<file path="src/rtl/ct_byte_serializer.sv">
// Captures a ciphertext frame on ct_done and drains it MSB-first as a byte stream.
// Optional trailing CRC-8 byte when CT_SERIALIZER_CRC_EN is defined.
module ct_byte_serializer #(
    parameter int CT_WIDTH = 297
) (
    input  logic                clk,
    input  logic                rst_b,
    input  logic [CT_WIDTH-1:0] ciphertext,
    input  logic                ct_done,
    output logic [7:0]          byte_out,
    output logic                byte_valid,
    input  logic                byte_ready,
    output logic                byte_last,
    output logic                busy,
    output logic                overflow,
    output logic [1:0]          dbg_state
);

    localparam int NBYTES = (CT_WIDTH + 7) / 8;
    localparam int PADW   = 8 * NBYTES;
    localparam int PAD    = PADW - CT_WIDTH;
    localparam logic [5:0] LAST_IDX = 6'(NBYTES - 1);

    typedef enum logic [1:0] {
        S_IDLE = 2'd0,
        S_SEND = 2'd1,
        S_CRC  = 2'd2
    } state_t;

    state_t          state_q, state_d;
    logic [PADW-1:0] sreg_q, sreg_d;
    logic [5:0]      cnt_q, cnt_d;
    logic            ovf_q, ovf_d;
    logic            hs;
    logic            frame_end;
    logic [PADW-1:0] padded;

`ifdef CT_SERIALIZER_CRC_EN
    logic [7:0] crc_q, crc_d;

    // CRC-8, poly 0x07, MSB first, one whole byte per call.
    function automatic logic [7:0] crc8_next(input logic [7:0] crc, input logic [7:0] data);
        logic [7:0] c;
        c = crc ^ data;
        for (int i = 0; i < 8; i++) begin
            c = c[7] ? ((c << 1) ^ 8'h07) : (c << 1);
        end
        return c;
    endfunction
`endif

    assign padded    = PADW'(ciphertext) << PAD;
    assign dbg_state = state_q;

    // Handshake: a byte moves on any rising edge where byte_valid && byte_ready;
    // outputs depend only on flops, and valid holds until that edge.
    always_comb begin
        state_d    = state_q;
        sreg_d     = sreg_q;
        cnt_d      = cnt_q;
        ovf_d      = ovf_q;
        byte_valid = (state_q != S_IDLE);
        busy       = (state_q != S_IDLE);
        byte_out   = 8'h00;
        byte_last  = 1'b0;
        overflow   = ovf_q;
`ifdef CT_SERIALIZER_CRC_EN
        crc_d      = crc_q;
`endif

        unique case (state_q)
            S_SEND: begin
                byte_out = sreg_q[PADW-1 -: 8];
`ifndef CT_SERIALIZER_CRC_EN
                byte_last = (cnt_q == LAST_IDX);
`endif
            end
`ifdef CT_SERIALIZER_CRC_EN
            S_CRC: begin
                byte_out  = crc_q;
                byte_last = 1'b1;
            end
`endif
            default: ;
        endcase

        hs        = byte_valid & byte_ready;
        frame_end = hs & byte_last;

        unique case (state_q)
            S_SEND: begin
                if (hs) begin
                    sreg_d = sreg_q << 8;
`ifdef CT_SERIALIZER_CRC_EN
                    crc_d = crc8_next(crc_q, sreg_q[PADW-1 -: 8]);
`endif
                    if (cnt_q == LAST_IDX) begin
`ifdef CT_SERIALIZER_CRC_EN
                        state_d = S_CRC;
`else
                        state_d = S_IDLE;
`endif
                    end else begin
                        cnt_d = cnt_q + 6'd1;
                    end
                end
            end
            S_CRC: begin
                if (hs) state_d = S_IDLE;
            end
            default: ;
        endcase

        // A new frame may enter only when the block is idle or finishing this edge.
        if (ct_done) begin
            if (state_q == S_IDLE || frame_end) begin
                sreg_d  = padded;
                cnt_d   = 6'd0;
                state_d = S_SEND;
`ifdef CT_SERIALIZER_CRC_EN
                crc_d   = 8'h00;
`endif
            end else begin
                ovf_d = 1'b1;
            end
        end
    end

    always_ff @(posedge clk or negedge rst_b) begin
        if (!rst_b) begin
            state_q <= S_IDLE;
            sreg_q  <= '0;
            cnt_q   <= '0;
            ovf_q   <= 1'b0;
`ifdef CT_SERIALIZER_CRC_EN
            crc_q   <= 8'h00;
`endif
        end else begin
            state_q <= state_d;
            sreg_q  <= sreg_d;
            cnt_q   <= cnt_d;
            ovf_q   <= ovf_d;
`ifdef CT_SERIALIZER_CRC_EN
            crc_q   <= crc_d;
`endif
        end
    end

endmodule

</file>
<file path="config.mk">
export PLATFORM = sky130hd
export DESIGN_NAME = ct_byte_serializer
export DESIGN_NICKNAME = d
export VERILOG_FILES = /design/src/rtl/ct_byte_serializer.sv
export SDC_FILE = /design/constraint.sdc
export NUM_CORES = 1
export LEC_CHECK = 0
export ABC_AREA = 1
export BUFFER_PORTS_ARGS = -buffer_cell sky130_fd_sc_hd__buf_2
export CAP_MARGIN = 20
export CORE_ASPECT_RATIO = 1.5
export CORE_MARGIN = 2
export CORE_UTILIZATION = 57
export CTS_BUF_LIST = sky130_fd_sc_hd__clkbuf_16
export CTS_CLUSTER_DIAMETER = 60
export DETAILED_ROUTE_END_ITERATION = 8
export GPL_TIMING_DRIVEN = 0
export PLACE_DENSITY = 0.83
export SLEW_MARGIN = 20
export SYNTH_ARGS = -nofsm -noshare
export SYNTH_HDL_FRONTEND = slang
export SYNTH_SLANG_ARGS = --single-unit
</file>
<file path="constraint.sdc">
create_clock -name clk -period 1.9 [get_ports clk]
set_input_delay 0 -clock clk [delete_from_list [all_inputs] [get_ports clk]]
set_output_delay 0 -clock clk [all_outputs]
set_load 0.02 [all_outputs]
</file>
==> run metrics <==
status=complete, but fails checks; failing checks=design-rule violations, negative setup slack; WL/cell=21.12 um; Reg clk slew, reported paths=70 ps; sequential area share after synthesis=44.63%; yosys warns=0; Yosys reg bits=313; R2R setup slack=-240 ps; chip height=218.9 um; Vias=20.34k; Syn-to-layout area delta=40.76%; Avg Vias per Cell=5.850; Req. time, crit path=2380 ps; leakage power=13.49 nW; min-delay worst type=in -> reg; total track usage=40.91%; CTS tree=done; total power draw=0.02107 W; largest net degree at the start of global routing=101; PnR worst setup slack=-237.0 ps; syn_area_per_cell=7.406 um^2; H-tree depth=1; area leader, netlist=dfrtp_1; total of max-cap violations=0; CP Launch Type=flip-flop; Tmin final=2137 ps; Worst Setup End Kind=flip-flop; IO buf count=314; Detail Placement HPWL=36.22 mm; 1st-iter DRT viols=2099; clock latency on the worst-skew pair=600 ps; first-pass GRT wire length=103.3 mm; Cell Area, Synth=0.01755 mm^2; final setup fails=19; crit-path max FO=10; hold depth=4; final hold violations=0; Worst Hold End=sreg_q[94]$_DFF_PN0_; Final Skew=36.38 ps; final net count=3354; CTS Root Buffer Type=clkbuf_16; number of cells on the worst reg-to-reg path=11; worst hold start=ciphertext[87]; Yosys top cell area share=44.63%; Starting Density=58.01%; final WL=73.44 mm; Final Util=81.66%; post-synthesis cell count=2370; Num CTS Buffers=31; post-synthesis cell type count=22; final critical-path share of the clock period=112.5%; Syn Nets=2676; clk sink count=313; synth top area cells=dfrtp_1, nand2_1, nand3_2; crit path DAT=2620 ps; IO Count=315; RSZ-0062 raised after global routing=true; Worst IR Drop VDD=792.9 uV; PD cells=852.8 mW/mm^2; Core Region=0.03025 mm^2; drt drc=1; DIE AREA=0.03224 mm^2; Die W=147.3 um; Fmax achieved=467.9 MHz; Max-slew headroom=45.74%; # rows=78; Fill cells=1646; Least-Margin Pin Slew=814.0 ps; Placer Congestion=0.9209; Setup CP Type=reg -> reg; Worst R2R End=sreg_q[224]$_DFF_PN0_; Final Slew Violations=0; TritonRoute pass-1 iters=9; post-route ant nets=0; deepest clock path buffer count=3; vias in the first global route=20.22k; initial antenna violation count=10; gr ovfl total=0; ratio of cells with drive above 1 in the final layout=26.25%
## power breakdown
part / internal, W / switching [W]
Clock: 0.00320 / 0.00273
Combinational: 0.00248 / 0.00360
Sequential: 0.00800 / 0.00107
Total: 0.0137 / 0.00740
## synth_stat cells
library cell and n:
buf_4 3, dfrtp_1 313, ha_1 5, nor2_1 7, buf_6 2, buf_12 22
nand3b_1 1, a21oi_1 9, inv_2 2, nand3_1 105, nand3_2 201, o21bai_1 1
nor2_2 1, nand2_2 1, buf_1 3, nand4_1 2, clkbuf_1 26, a21boi_0 1
nand2_1 1518, o21ai_0 6, inv_1 28, buf_2 113
## flip-flops by register name, summed over array words and instances, names as in the netlist, named ones only
| signal | flops |
|---|---|
| cnt_q | 6 |
| overflow | 1 |
| sreg_q | 304 |
| dbg_state | 1 |
## placed cells by master (no fill, tap or decap), types with 14 or more instances in the layout
cell	instances
nand3_2	194
clkbuf_4	16
buf_12	25
inv_1	35
buf_4	42
nand2_1	1472
nand3_4	14
dlygate4sd3_1	301
nand2_2	44
buf_2	369
nand3_1	98
clkbuf_16	42
dfrtp_1	313
## logic make-up (layout without fill, tap and decap cells)
logic type      Yosys count  in the layout  share of synthesized area [%]
buf+inv                 199            896                          7.250
compound gates           17             17                         0.5133
fa+ha+maj                 5              5                         0.3564
simple gates           1836           1836                          47.26
other cells               0             10                              0
flops                   313            313                          44.63
## repair_timing
item	in CTS	in global routing
buffers inserted	2	12
endpoints found under the setup margin	317	315
hold endpoints to repair	424	0
gates cloned	1	11
resized for setup	36	194
hold buffers	302	0
pin swaps	1	62
## how the worst max path moves through the flow
stage                                       from               endpoint  slack [ps]  cells past startpoint
after CTS                 dbg_state[1]$_DFF_PN0_              byte_last          -3                      6
after floorplan                        flip-flop  sreg_q[298]$_DFF_PN0_          70                     11
after global routing                   flip-flop  sreg_q[224]$_DFF_PN0_        -250                     11
after global placement                     rst_b  sreg_q[103]$_DFF_PN0_       -5000                      1
after detailed placement               flip-flop  sreg_q[220]$_DFF_PN0_        -220                     11
final                                  flip-flop  sreg_q[224]$_DFF_PN0_        -240                     11
## metrics by stage
step / TNS, ps / std cells / cell area (um^2) / setup slack, ps / hold WS, ps
after floorplan: 0 / 2370 / 17550 / 69.32 / -295.6
after global placement: -1577060 / 3084 / 19620 / -4995 / 233.7
after detailed placement: -36830 / 3087 / 19720 / -219.2 / -118.6
after CTS: -5.138 / 3444 / 23800 / -3.153 / 174.8
after global routing: -5305 / 3474 / 24700 / -252.6 / 198.9
final: -1256 / 3477 / 24710 / -237.0 / 191.5
## final cells by class
type	count	area [um^2]	area share [%]
multi-input combinational	1858	8750	35.41
sequential	313	7833	31.70
timing repair buffer	644	5080	20.56
buffer	169	1471	5.956
clock buffer	31	775.7	3.140
tap	400	500.5	2.026
clock inverter	21	146.4	0.5925
inverter	30	117.6	0.4760
antenna	10	25.02	0.1013
timing repair inverter	1	7.507	0.03039
## critical path, cell delays in order (launching register included)
cell	delay, ps
dfrtp_1	390
inv_1	80
ha_2	210
inv_2	90
nand3_4	130
buf_12	190
buf_8	160
buf_6	160
nand2_1	270
nand2_1	150
nand2_1	130
nand2_2	70
## layer usage
layer / up-vias / share of wire [%] / global-route usage [%] / wire length (um)
met5: - / 0.016 / 0 / 12
met4: 2 / 11 / 33.37 / 7751
met3: 679 / 11 / 11.68 / 8390
met2: 1746 / 48 / 71.34 / 35220
met1: 9220 / 30 / 40.20 / 22070
li1: 8693 / - / - / -
No activity file was read; power rests on OpenSTA's default activity.
